**src/rtl/hamming_pkg.sv**
```systemverilog
// Shared types and widths for the Hamming(7,4) nibble packer.
package hamming_pkg;

  localparam int unsigned NIB_W  = 4;
  localparam int unsigned BYTE_W = 8;
  localparam int unsigned SYN_W  = 3;
  localparam int unsigned ERR_W  = 2;

  typedef enum logic {
    ST_LOW  = 1'b0,
    ST_HIGH = 1'b1
  } pack_state_e;

  // One FIFO entry: assembled byte plus per-nibble corrected flags {hi, lo}.
  typedef struct packed {
    logic [BYTE_W-1:0] byte_val;
    logic [ERR_W-1:0]  err;
  } fifo_entry_t;

  // A nibble is flagged if the decoder reported a correction or saw any syndrome.
  function automatic logic nibble_flag(input logic err, input logic [SYN_W-1:0] syn);
    return err || (syn != '0);
  endfunction

endpackage

```
**src/rtl/hamming_nibble_packer_if.sv**
```systemverilog
// Handshake and status bundle between the decoder, the packer and the byte consumer.
interface hamming_nibble_packer_if
  import hamming_pkg::*;
#(
  parameter int unsigned FIFO_DEPTH = 4,
  parameter int unsigned CNT_W      = 16
);

  localparam int unsigned LVL_W = $clog2(FIFO_DEPTH) + 1;

  logic               in_valid;
  logic               in_ready;
  logic [NIB_W-1:0]   in_data;
  logic [SYN_W-1:0]   in_syndrome;
  logic               in_error;
  logic               flush;
  logic               clr_stats;
  logic               out_valid;
  logic               out_ready;
  logic [BYTE_W-1:0]  out_byte;
  logic [ERR_W-1:0]   out_err;
  logic               out_syn_nz;
  logic               half_pending;
  logic [LVL_W-1:0]   fifo_level;
  logic [CNT_W-1:0]   stat_corr;
  logic [CNT_W-1:0]   stat_bytes;

  modport master (
    output in_valid, in_data, in_syndrome, in_error, flush, clr_stats, out_ready,
    input  in_ready, out_valid, out_byte, out_err, out_syn_nz, half_pending,
           fifo_level, stat_corr, stat_bytes
  );

  modport slave (
    input  in_valid, in_data, in_syndrome, in_error, flush, clr_stats, out_ready,
    output in_ready, out_valid, out_byte, out_err, out_syn_nz, half_pending,
           fifo_level, stat_corr, stat_bytes
  );

endinterface

```
**src/rtl/hamming_sync_fifo.sv**
```systemverilog
// Single-clock FIFO with occupancy count; storage is reset so the head reads 0 after reset.
module hamming_sync_fifo #(
  parameter int unsigned WIDTH = 10,
  parameter int unsigned DEPTH = 4
) (
  input  logic                       clk,
  input  logic                       rst,
  input  logic                       push_i,
  input  logic [WIDTH-1:0]           wdata_i,
  input  logic                       pop_i,
  output logic [WIDTH-1:0]           rdata_o,
  output logic [$clog2(DEPTH):0]     level_o
);

  localparam int unsigned AW    = $clog2(DEPTH);
  localparam int unsigned LVL_W = AW + 1;

  logic [WIDTH-1:0] mem_q [DEPTH];
  logic [AW-1:0]    wr_ptr_q, rd_ptr_q;
  logic [LVL_W-1:0] level_q, level_d;
  logic             push_ok, pop_ok;

  assign push_ok = push_i && (level_q != LVL_W'(DEPTH));
  assign pop_ok  = pop_i && (level_q != '0);
  assign rdata_o = mem_q[rd_ptr_q];
  assign level_o = level_q;

  // Occupancy: simultaneous push and pop cancel out.
  always_comb begin
    level_d = level_q;
    if (push_ok && !pop_ok)      level_d = level_q + LVL_W'(1);
    else if (pop_ok && !push_ok) level_d = level_q - LVL_W'(1);
  end

  // Storage, power-of-two pointers wrap naturally.
  always_ff @(posedge clk or posedge rst) begin
    if (rst) begin
      for (int i = 0; i < int'(DEPTH); i++) mem_q[i] <= '0;
      wr_ptr_q <= '0;
      rd_ptr_q <= '0;
      level_q  <= '0;
    end else begin
      if (push_ok) begin
        mem_q[wr_ptr_q] <= wdata_i;
        wr_ptr_q        <= wr_ptr_q + AW'(1);
      end
      if (pop_ok) rd_ptr_q <= rd_ptr_q + AW'(1);
      level_q <= level_d;
    end
  end

endmodule

```
**src/rtl/hamming_nibble_packer.sv**
```systemverilog
// Pairs corrected nibbles into bytes (low first), queues them, and keeps saturating stats.
module hamming_nibble_packer
  import hamming_pkg::*;
#(
  parameter int unsigned FIFO_DEPTH = 4,
  parameter int unsigned CNT_W      = 16
) (
  input logic                    clk,
  input logic                    rst,
  hamming_nibble_packer_if.slave bus
);

  localparam int unsigned LVL_W   = $clog2(FIFO_DEPTH) + 1;
  localparam int unsigned ENTRY_W = $bits(fifo_entry_t);

  pack_state_e      state_q, state_d;
  logic [NIB_W-1:0] hold_q, hold_d;
  logic             hold_err_q, hold_err_d;
  logic [CNT_W-1:0] corr_q, corr_d, bytes_q, bytes_d;

  logic             in_ready_c, accept_c, flag_c, push_c, pop_c;
  logic [LVL_W-1:0] level_c;
  fifo_entry_t      wr_entry_c, rd_entry_c;
  logic [ENTRY_W-1:0] rd_raw_c;

  assign flag_c     = nibble_flag(bus.in_error, bus.in_syndrome);
  assign in_ready_c = (state_q == ST_LOW) || (level_c < LVL_W'(FIFO_DEPTH));
  assign accept_c   = bus.in_valid && in_ready_c;
  assign pop_c      = (level_c != '0) && bus.out_ready;

  assign wr_entry_c.byte_val = {bus.in_data, hold_q};
  assign wr_entry_c.err      = {flag_c, hold_err_q};
  assign rd_entry_c          = fifo_entry_t'(rd_raw_c);

  // Pack FSM: hold the low nibble, emit a byte on the high nibble; flush drops the held half.
  always_comb begin
    state_d    = state_q;
    hold_d     = hold_q;
    hold_err_d = hold_err_q;
    push_c     = 1'b0;
    unique case (state_q)
      ST_LOW: begin
        if (accept_c) begin
          hold_d     = bus.in_data;
          hold_err_d = flag_c;
          state_d    = ST_HIGH;
        end
      end
      ST_HIGH: begin
        if (accept_c && bus.flush) begin
          hold_d     = bus.in_data;
          hold_err_d = flag_c;
        end else if (accept_c) begin
          push_c  = 1'b1;
          state_d = ST_LOW;
        end else if (bus.flush) begin
          state_d = ST_LOW;
        end
      end
      default: state_d = ST_LOW;
    endcase
  end

  // Saturating statistics; clear takes priority over a same-cycle increment.
  always_comb begin
    corr_d  = corr_q;
    bytes_d = bytes_q;
    if (accept_c && flag_c && (corr_q != '1)) corr_d  = corr_q + CNT_W'(1);
    if (pop_c && (bytes_q != '1))             bytes_d = bytes_q + CNT_W'(1);
    if (bus.clr_stats) begin
      corr_d  = '0;
      bytes_d = '0;
    end
  end

  // State, hold register and counters.
  always_ff @(posedge clk or posedge rst) begin
    if (rst) begin
      state_q    <= ST_LOW;
      hold_q     <= '0;
      hold_err_q <= 1'b0;
      corr_q     <= '0;
      bytes_q    <= '0;
    end else begin
      state_q    <= state_d;
      hold_q     <= hold_d;
      hold_err_q <= hold_err_d;
      corr_q     <= corr_d;
      bytes_q    <= bytes_d;
    end
  end

  hamming_sync_fifo #(
    .WIDTH (ENTRY_W),
    .DEPTH (FIFO_DEPTH)
  ) u_fifo (
    .clk     (clk),
    .rst     (rst),
    .push_i  (push_c),
    .wdata_i (wr_entry_c),
    .pop_i   (pop_c),
    .rdata_o (rd_raw_c),
    .level_o (level_c)
  );

  assign bus.in_ready     = in_ready_c;
  assign bus.out_valid    = (level_c != '0);
  assign bus.out_byte     = rd_entry_c.byte_val;
  assign bus.out_err      = rd_entry_c.err;
  assign bus.out_syn_nz   = |rd_entry_c.err;
  assign bus.half_pending = (state_q == ST_HIGH);
  assign bus.fifo_level   = level_c;
  assign bus.stat_corr    = corr_q;
  assign bus.stat_bytes   = bytes_q;

endmodule

```
**src/flat_wrapper.sv**
```systemverilog
// flat-port wrapper written by rule: the top's interface ports become plain ports
module hamming_nibble_packer_flat import hamming_pkg::*;
#(
  parameter int unsigned FIFO_DEPTH = 4,
  parameter int unsigned CNT_W      = 16
)
  (clk, rst, bus_in_valid, bus_in_data, bus_in_syndrome, bus_in_error, bus_flush, bus_clr_stats, bus_out_ready, bus_in_ready, bus_out_valid, bus_out_byte, bus_out_err, bus_out_syn_nz, bus_half_pending, bus_fifo_level, bus_stat_corr, bus_stat_bytes);
  hamming_nibble_packer_if #(.FIFO_DEPTH(FIFO_DEPTH), .CNT_W(CNT_W)) bus_i ();
  input logic clk;
  input logic rst;
  input wire logic [$bits(bus_i.in_valid)-1:0] bus_in_valid;
  input wire logic [$bits(bus_i.in_data)-1:0] bus_in_data;
  input wire logic [$bits(bus_i.in_syndrome)-1:0] bus_in_syndrome;
  input wire logic [$bits(bus_i.in_error)-1:0] bus_in_error;
  input wire logic [$bits(bus_i.flush)-1:0] bus_flush;
  input wire logic [$bits(bus_i.clr_stats)-1:0] bus_clr_stats;
  input wire logic [$bits(bus_i.out_ready)-1:0] bus_out_ready;
  output wire logic [$bits(bus_i.in_ready)-1:0] bus_in_ready;
  output wire logic [$bits(bus_i.out_valid)-1:0] bus_out_valid;
  output wire logic [$bits(bus_i.out_byte)-1:0] bus_out_byte;
  output wire logic [$bits(bus_i.out_err)-1:0] bus_out_err;
  output wire logic [$bits(bus_i.out_syn_nz)-1:0] bus_out_syn_nz;
  output wire logic [$bits(bus_i.half_pending)-1:0] bus_half_pending;
  output wire logic [$bits(bus_i.fifo_level)-1:0] bus_fifo_level;
  output wire logic [$bits(bus_i.stat_corr)-1:0] bus_stat_corr;
  output wire logic [$bits(bus_i.stat_bytes)-1:0] bus_stat_bytes;
  assign bus_i.in_valid = bus_in_valid;
  assign bus_i.in_data = bus_in_data;
  assign bus_i.in_syndrome = bus_in_syndrome;
  assign bus_i.in_error = bus_in_error;
  assign bus_i.flush = bus_flush;
  assign bus_i.clr_stats = bus_clr_stats;
  assign bus_i.out_ready = bus_out_ready;
  assign bus_in_ready = bus_i.in_ready;
  assign bus_out_valid = bus_i.out_valid;
  assign bus_out_byte = bus_i.out_byte;
  assign bus_out_err = bus_i.out_err;
  assign bus_out_syn_nz = bus_i.out_syn_nz;
  assign bus_half_pending = bus_i.half_pending;
  assign bus_fifo_level = bus_i.fifo_level;
  assign bus_stat_corr = bus_i.stat_corr;
  assign bus_stat_bytes = bus_i.stat_bytes;
  hamming_nibble_packer #(.FIFO_DEPTH(FIFO_DEPTH), .CNT_W(CNT_W)) u_core (.clk(clk), .rst(rst), .bus(bus_i));
endmodule
```
**config.mk**
```make
export PLATFORM = sky130hd
export DESIGN_NAME = hamming_nibble_packer_flat
export DESIGN_NICKNAME = d
export VERILOG_FILES = /design/src/rtl/hamming_pkg.sv /design/src/rtl/hamming_nibble_packer_if.sv /design/src/rtl/hamming_sync_fifo.sv /design/src/rtl/hamming_nibble_packer.sv /design/src/flat_wrapper.sv
export SDC_FILE = /design/constraint.sdc
export NUM_CORES = 1
export LEC_CHECK = 0
export ABC_AREA = 1
export CORE_MARGIN = 5
export CORE_UTILIZATION = 50
export DETAILED_ROUTE_END_ITERATION = 10
export PLACE_DENSITY = 0.74
export RECOVER_POWER = 50
export SLEW_MARGIN = 20
export SYNTH_ARGS = -nofsm -noshare
export SYNTH_HDL_FRONTEND = slang
export SYNTH_SLANG_ARGS = --single-unit
```
**constraint.sdc**
```tcl
create_clock -name clk -period 3.3 [get_ports clk]
set_input_delay 0.33 -clock clk [delete_from_list [all_inputs] [get_ports clk]]
set_output_delay 0.33 -clock clk [all_outputs]
set_load 0.005 [all_outputs]
```
## Word level (Yosys, flattened, before mapping)

Cells that the tools add are included.

| word-level totals | value |
|---|---|
| register bits | 85 |
| latch bits | 0 |
| memory bits (writable) | 0 |
| bits in read-only memories | 0 |
| output and inout port bits | 49 |
| memories | 0 |

| cells by class | value |
|---|---|
| $add $sub $neg | 6 |
| multipliers | 0 |
| div/mod/pow operators | 0 |
| magnitude comparators | 4 |
| eq/ne operators | 5 |
| shift-type cells | 0 |
| mux-type cells | 25 |
| bitwise operators | 3 |
| reductions and logical operators | 22 |

Operators with widths:

| cell | count |
|---|---|
| $mux 16 | 4 |
| $bwmux 40 | 1 |
| $add 16x1->16 const B | 2 |
| $ne 16x16->1 const B | 2 |
| $mux 10 | 3 |
| $bmux 10 s2 | 1 |
| $demux 10 s2 | 1 |
| $logic_and 1x1->1 | 11 |
| $mux 1 | 8 |
| $mux 4 | 2 |
| $pmux 4 s2 | 1 |
| $ge 3x3->1 const B | 2 |
| $mux 3 | 2 |
| $not 2->3 | 2 |
| $reduce_bool 2->1 | 3 |
| $reduce_bool 3->1 | 2 |
| $add 2x1->2 const B | 2 |
| $pmux 1 s2 | 2 |
| $add 3x1->3 const B | 1 |
| $lt 3x1->1 const B | 1 |
| $lt 3x3->1 const B | 1 |
| $ne 3x3->1 const B | 1 |
| $sub 3x1->3 const B | 1 |
| $logic_not 1->1 | 2 |
| 6 further kinds | 7 |

## Longest topological paths before layout

| logic depth | value |
|---|---|
| depth in word-level cells | 11 |
| gate-level depth with buffers | 12 |

## Modules after synthesis

From an unflattened synthesis, not the netlist that was laid out.

| second synthesis, totals | value |
|---|---|
| cells, all modules | 630 |
| area, all modules | 4784.6 µm² |

By module, submodules not included:

| module | times used | cells each | area an instance (µm²) |
|---|---|---|---|
| hamming_sync_fifo | 1 | 296 | 2403.6 |
| hamming_nibble_packer | 1 | 334 | 2381.0 |

## Worst setup path before layout

No wires, ideal clock.

| path | value |
|---|---|
| path type | flip-flop to flip-flop |
| start | register u_core.state_q, in the netlist u_core.bus.half_pending |
| end | register u_core.u_fifo.level_q[2], in the netlist u_core.u_fifo.level_o[2] |
| library setup time | 0.079 ns |
| arrival | 1.984 ns |
| slack | 1.237 ns |
| stages on the path, launching flop included | 13 |
| path buffers | 0 |
| clock period less this slack | 2.063 ns |
| cell sequence | dfrtp_1 > nand2_1 > and2_1 > ha_1 > nand3_1 > inv_2 > ha_1 > inv_1 > fa_1 > nor2_1 > nor2_1 > nand2_1 > xor2_1 |

| on the way | value |
|---|---|
| longest elaborated chain between the ends | 10 |
| elaborated cells on any way between the ends | 13 |
| those cells by class | mux: 4; bitwise: 1; reduce/logical: 8 |

Ends and longest elaborated chain:

| element | RTL line | RTL |
|---|---|---|
| start: declaration | hamming_nibble_packer.sv:16 | `pack_state_e state_q, state_d;` |
| start signal: assignment | hamming_nibble_packer.sv:85 | `state_q <= state_d;` |
| $not 1->1 * | hamming_nibble_packer.sv:27 | `assign in_ready_c = (state_q == ST_LOW) \|\| (level_c < LVL_W'(FIFO_DEPTH));` |
| $logic_or 1x1->1 * | hamming_nibble_packer.sv:27 |  |
| via bus_in_ready | flat_wrapper.sv:18 | `output wire logic [$bits(bus_i.in_ready)-1:0] bus_in_ready;` |
| $logic_and 1x1->1 * | hamming_nibble_packer.sv:28 | `assign accept_c = bus.in_valid && in_ready_c;` |
| $mux 1 or $logic_and 1x1->1 (tied branches) | hamming_nibble_packer.sv:53, hamming_nibble_packer.sv:50 |  |
| $mux 1 * | hamming_nibble_packer.sv:50 | `if (accept_c && bus.flush) begin` |
| $mux 1 * | hamming_nibble_packer.sv:41 | `unique case (state_q)` |
| $logic_and 1x1->1 * | hamming_sync_fifo.sv:23 | `assign push_ok = push_i && (level_q != LVL_W'(DEPTH));` |
| via u_core.u_fifo.push_ok | hamming_sync_fifo.sv:21 | `logic push_ok, pop_ok;` |
| $logic_not 1->1 | hamming_sync_fifo.sv:32 | `else if (pop_ok && !push_ok) level_d = level_q - LVL_W'(1);` |
| $logic_and 1x1->1 | hamming_sync_fifo.sv:32 |  |
| $reduce_bool 2->1 (no source line) | - |  |
| end signal: assignment | hamming_sync_fifo.sv:48 | `level_q <= level_d;` |
| end: declaration | hamming_sync_fifo.sv:20 | `logic [LVL_W-1:0] level_q, level_d;` |

Mark *: on every way through the listed nets, which the timed path passes. The rest lies on a longest branch.
A chain may end at the register's enable or synchronous reset.

## Worst setup path after layout

| path | value |
|---|---|
| start | register u_core.u_fifo.rd_ptr_q[0] |
| end | output bus_out_syn_nz |

| on the way | value |
|---|---|
| longest elaborated chain between the ends | 5 |

Ends and longest elaborated chain:

| element | RTL line | RTL |
|---|---|---|
| start: declaration | hamming_sync_fifo.sv:19 | `logic [AW-1:0] wr_ptr_q, rd_ptr_q;` |
| start signal: assignment | hamming_sync_fifo.sv:47 | `if (pop_ok) rd_ptr_q <= rd_ptr_q + AW'(1);` |
| $not 2->3 (implied by the code) | hamming_sync_fifo.sv:25 | `assign rdata_o = mem_q[rd_ptr_q];` |
| $bmux 10 s2 | hamming_sync_fifo.sv:25 |  |
| $mux 10 (implied by the code) (2 in a row) | hamming_sync_fifo.sv:25 |  |
| $reduce_or 2->1 | hamming_nibble_packer.sv:110 | `assign bus.out_syn_nz = \|rd_entry_c.err;` |
| end: declaration | flat_wrapper.sv:22 | `output wire logic [$bits(bus_i.out_syn_nz)-1:0] bus_out_syn_nz;` |

No other way between the ends. The select of a mux whose other input is x is not followed.

==> flow_metrics.py <==
metrics = {
    "logic_synthesis": {
        "synthAdderAreaFrac_pct": 3.027,
        "synth-async-reset-ratio_pct": 100.0,
        "synth_seq_area_share_pct": 48.54,
        "synthSimpleGateAreaFrac_pct": 28.90,
        "syn-num-nets": 582,
        "synthFlopType": "dfrtp_1",
        "ys_types": 32,
        "synth-compound-area-share_pct": 10.31,
        "netlist.area_leader.share_pct": 48.54,
        "synthMuxAreaShare_pct": 0.2284,
        "ys_warn_count": 0,
        "synth_area_leaders": "dfrtp_1, nand2_1, nor2_1, o21ai_1, o21ai_0",
        "syn_inst": 558,
        "synth_top_family_by_area": "simple AND/OR/NAND/NOR gates",
        "synth_edf_count": 0,
        "yosys_register_bits": 85,
        "synth_largest_area_cell": "dfrtp_1",
        "synth-xor-area-share_pct": 3.198,
        "synth_area_per_cell_um2": 7.853,
        "syn_area_um2": 4382,
    },
    "worst_setup_path": {
        "crit_type": "reg -> out",
        "arrival_ns": 2.55,
        "worstPathMaxFanout": 22,
        "startpoint_type": "register",
        "cp-end-kind": "output port",
        "required_ns": 2.97,
    },
    "timing": {
        "setup_viol": 0,
        "fmax_ghz": 0.3478,
        "whs_ns": 0.4725,
        "rsz0062_at_grt": "false",
        "hold_viol": 0,
        "finClkSkew_ns": 0.009088,
        "report.final.slew_viol_count": 46,
        "period_share_pct": 87.13,
        "fin_crit_ns": 2.875,
        "worst_pin_slew_ns": 1.951,
        "setup_tns_ns": 0,
        "slew_headroom_pct": -30.77,
    },
    "floorplan": {
        "row_count": 34,
        "die_w_um": 103.6,
        "start_util_pct": 50.74,
        "io_pins": 63,
        "die_h_um": 103.6,
        "core_um2": 8636,
        "die_area_um2": 10740,
    },
    "route": {
        "ant_nets": 0,
        "dr_total_vias": 3896,
        "topRoutingLayerUsed": "met4",
        "drcViolationCount": 0,
        "met1_length_um": 4882,
        "wl_per_cell_um": 13.92,
        "viasPerCell": 5.315,
        "wirelength_um": 10200,
        "drtIter0Drc": 190,
        "met2_length_um": 4731,
        "firstDrtPassIters": 4,
        "dr_wl_met3_um": 434,
    },
    "placed_design": {
        "place_congestion": 0.8613,
        "dpl.hpwl_um": 7012,
        "io_buffers": 62,
    },
    "layout": {
        "nFillCells": 730,
        "nNetsFinal": 644,
        "final_common_cell": "nand2_1",
        "regArea_um2": 2127,
        "layout-drive-gt1-share_pct": 6.560,
        "multi_input_area_um2": 2001,
        "mostFrequentLayoutCells": "nand2_1, dfrtp_1, nor2_1",
        "post-route-util_pct": 62.14,
        "antenna_cells": 0,
        "syn_to_final_growth_pct": 22.47,
    },
    "outcome": {
        "status": "finished, violations left",
        "violations": "max-capacitance violations, max-slew violations",
    },
    "power": {
        "sequentialPowerShare_pct": 40.6,
        "power.leakage_nw": 2.599,
        "internal_power_mw": 2.567,
        "combPwrFrac_pct": 32.1,
        "p_sw_mw": 1.252,
        "clkPwrFrac_pct": 27.2,
        "p_per_area_nw_per_um2": 711.5,
        "p_sw_share_pct": 32.78,
        "peakVddDrop_mv": 0.3207,
    },
    "clock_tree": {
        "ctsHoldBuffers": 0,
        "cts_buffer_depth": 2,
        "htreeDepth": 3,
        "cts_tree": "built",
        "clk_latency_ns": 0.35,
        "clock_sinks": 85,
        "path_clk_slew_ns": 0.09,
        "cts_buffers": 9,
        "cts_setup_buffers": 0,
        "cts_resized": 0,
        "cts-root-buf": "clkbuf_8",
    },
    "grt": {
        "antenna_found_initial": 0,
        "grtUsageTotal_pct": 19.52,
        "grt.overflow.total": 0,
        "grt_pass1_vias": 3801,
        "grt_pass1_wl_um": 17780,
        "grt_max_degree": 46,
    },
    "hold_path": {
        "hold_class": "reg -> reg",
    },
    "job": {
        "max_cap_violations": 1,
    },
}
==> power groups by stage <==
stage | clock [mW] | combinational (mW) | sequential, mW
final | 1.04 | 1.23 | 1.55
after global routing | 1.10 | 1.40 | 1.59
after CTS | 1.05 | 1.26 | 1.55
after global placement | 0 | 1.20 | 1.55
after detailed placement | 0 | 1.25 | 1.57
after floorplan | 0 | 0.780 | 1.48
==> registers in the layout, indices dropped and copies added, names as in the netlist <==
name	cells
u_core.hold_err_q	1
u_core.u_fifo.wr_ptr_q	2
u_core.u_fifo.mem_q	40
u_core.bus.half_pending	1
u_core.bus.stat_bytes	16
u_core.u_fifo.level_o	3
u_core.hold_q	4
u_core.bus.stat_corr	16
u_core.u_fifo.rd_ptr_q	2
==> Yosys cell counts (all sizes together) (3+ instances only) <==
cell,number
nand2,184
dfrtp,85
o21ai,69
nor2,62
inv,48
nand3,26
nand4,17
xor2,13
clkbuf,10
ha,9
o22ai,8
a21oi,6
buf,4
nor3,3
or2,3
xnor2,3
==> final cells by class <==
cell class              instances  area share (%)
inverters                      49           3.451
multi-input cells             410           37.28
clock buffers                  10           2.378
well taps                     108           2.518
clock inverters                 6           2.961
flip-flops and latches         85           39.64
repair buffers                 65           11.77
==> routing by layer <==
layer / vias to the layer above / track usage [%]
met5: - / 0
met4: 0 / 6.373
met3: 19 / 3.607
met2: 97 / 31.69
met1: 1854 / 26.38
li1: 1926 / -
==> worst paths after layout <==
| check | slack, ns | endpoint | startpoint | depth (start not counted) |
|---|---|---|---|---|
| setup / recovery | 0.42 | bus_out_syn_nz | u_core.u_fifo.rd_ptr_q[0]$_DFFE_PP0P_ | 5 |
| hold / removal | 0.47 | u_core.u_fifo.mem_q[31]$_DFFE_PP0P_ | u_core.u_fifo.mem_q[31]$_DFFE_PP0P_ | 2 |
| setup reg to reg | 1.01 | u_core.u_fifo.level_o[2]$_DFFE_PP0P_ | u_core.bus.half_pending$_DFF_PP0_ | 12 |
| hold reg to reg | 0.47 | u_core.u_fifo.mem_q[31]$_DFFE_PP0P_ | u_core.u_fifo.mem_q[31]$_DFFE_PP0P_ | 2 |
| max in group asynchronous | 0.83 | u_core.u_fifo.mem_q[17]$_DFFE_PP0P_ | rst | 3 |
| min in group asynchronous | 0.93 | u_core.bus.stat_bytes[1]$_DFFE_PP0P_ | rst | 2 |
==> cells by family after synthesis <==
kind of cell | after synthesis
simple gates | 297
compound gates | 86
flops | 85
buf+inv | 63
xor+xnor | 16
fa+ha+maj | 10
mux | 1
==> stage by stage <==
step           worst slack (ns)  cell area, µm²  instances  power, mW
4_1_cts                  0.4380            5378        733      3.864
5_1_grt                  0.2278            5366        733      4.087
6_report                 0.4248            5366        733      3.818
2_1_floorplan            0.7765            4382        558      2.258
3_3_place_gp             0.9083            5091        717      2.758
3_5_place_dp             0.8248            5091        717      2.815
==> worst max-delay path, cell delays in order (launching register included) <==
cell and delay (ns):
dfrtp_1 0.74, inv_1 0.47, a21oi_1 0.22, o21ai_0 0.13, nand4_1 0.13, clkdlybuf4s50_1 0.50
No activity file was read; power rests on OpenSTA's default activity.
==> RTL edit, RTL diff (same settings) <==
`hold_q` and `bytes_q` no longer have a reset.
--- a/src/rtl/hamming_nibble_packer.sv
+++ b/src/rtl/hamming_nibble_packer.sv
@@ -79,13 +79,14 @@
       state_q    <= ST_LOW;
-      hold_q     <= '0;
       hold_err_q <= 1'b0;
       corr_q     <= '0;
-      bytes_q    <= '0;
     end else begin
       state_q    <= state_d;
-      hold_q     <= hold_d;
       hold_err_q <= hold_err_d;
       corr_q     <= corr_d;
-      bytes_q    <= bytes_d;
     end
+  end
+
+  always_ff @(posedge clk) begin
+    hold_q  <= hold_d;
+    bytes_q <= bytes_d;
   end
Function: differs if rst is asserted again (counterexample within 4 cycles, from zero or initial values and one cycle with rst high); with rst held inactive, the same outputs for 10 cycles.
==> RTL edit against the unedited design <==
Design area fell by 2.5%. Synthesized area decreased by 0.40%. Core utilization down 1.2 points. Clock power is 33% lower. Worst hold slack better by 0.024 ns. Sequential cell count is the same. Routed wire length is 2.3% higher. Sequential share of layout area shrank 0.14 points. Count of clock-buffer cells in the layout down 1. Combinational power grew 11%. Setup slack improved by 0.17 ns. Clock skew grew 0.0074 ns. Via count decreased by 0.13%. Power down 5.6%. Highest routed layer unchanged.
==> RTL edit: results (changes against the unedited design) <==
[finish]
layout.nets = 654  ; +1.6%
drive_above_1_share = 0.0677  ; +0.00212

[synth]
synth_fa_ha_area_frac = 0.0304  ; +0.000121
synth_edf_count = 4  ; +4
synth_cell_types = 31  ; -3.1%
syn_inst = 572  ; +2.5%
synth_seq_area_share = 0.474  ; -0.0118
synth_nets = 596  ; +2.4%
synthMuxAreaShare = 0.00258  ; +0.000296
synth_compound_area_frac = 0.107  ; +0.00385
synthTopCellsByArea = dfrtp_1 (37%), nand2_1 (13%), dfxtp_1 (7.3%)

[setup_path]
r2r-start = u_core.bus.half_pending$_DFF_PP0_
r2r_slack_ns = 1.04  ; +0.03 ns
critPathMaxFanout = 23  ; +4.5%
critical_path_arrival_ns = 2.37  ; -0.18 ns
cpPeakStageDelay_ns = 0.50  ; -0.24 ns

[route]
wirelength_um = 10400  ; +2.3%
routedWlPerCell_um = 14.0  ; +0.89%
wl_met1_um = 4790  ; -1.8%
drt_iter0_markers = 156  ; -18%
wl_met3_um = 607  ; +40%
wl_met2_um = 4930  ; +4.1%

[run_status]
status = finished clean

[global_route]
track_usage = 0.211  ; +0.0160
grt_start_max_net_pins = 31  ; -33%
grtUsageMet3 = 0.0389  ; +0.00283
grt_pass1_vias = 3761  ; -1.1%
met1_usage = 0.292  ; +0.0287
grt_pass1_wl_um = 17800  ; +0.12%

[timing]
slew_headroom = 0.201  ; +0.509
clock_skew_ns = 0.0165  ; +0.00739 ns
min_period_over_period = 0.819  ; -0.0525
fin_hold_ws_ns = 0.497  ; +0.0243 ns

[placement]
place_congestion = 0.910  ; +5.7%
hpwlAfterDp_um = 7530  ; +7.3%
dp.cells = 727  ; +1.4%
pre_cts_ws_ns = 0.837  ; +0.0118 ns

[power_and_ir_drop]
pg_comb_mw = 1.36  ; +11%
p_leak_nw = 2.46  ; -5.3%

[hold_path]
min_to = u_core.u_fifo.mem_q[14]$_DFFE_PP0P_
worstHoldPathCells = 2  ; unchanged
min_from = u_core.u_fifo.mem_q[14]$_DFFE_PP0P_

-- RTL edit: cell types whose count changed after synthesis, moves of 3 or more --
cell	before	now
dfxtp_1	0	16
or2_2	3	0
nand3_1	26	41
dfrtp_1	85	65
nand2_1	182	155
o21ai_0	28	23
buf_2	2	8
o21ai_1	40	43
xor2_1	13	10
a21oi_1	6	14
edfxtp_1	0	4
nor2_1	54	81
nand4_1	17	12
-- RTL edit: cell type report --
class / instances / area (µm²)
clock buffer: 9 / 124
clock inverter: 7 / 56.3
fill: 796 / 3360
inverter: 49 / 184
multi-input combinational: 418 / 2020
sequential: 85 / 2070
tap: 108 / 135
timing repair buffer: 67 / 651
-- RTL edit: per-stage QoR --
stage | util | area (µm²) | power, mW
final | 0.609 | 5230 | 3.60
after global routing | 0.609 | 5230 | 3.89
after CTS | 0.610 | 5240 | 3.65
after detailed placement | 0.589 | 5060 | 2.95
after global placement | 0.589 | 5060 | 2.89
after floorplan | - | 4360 | 2.33
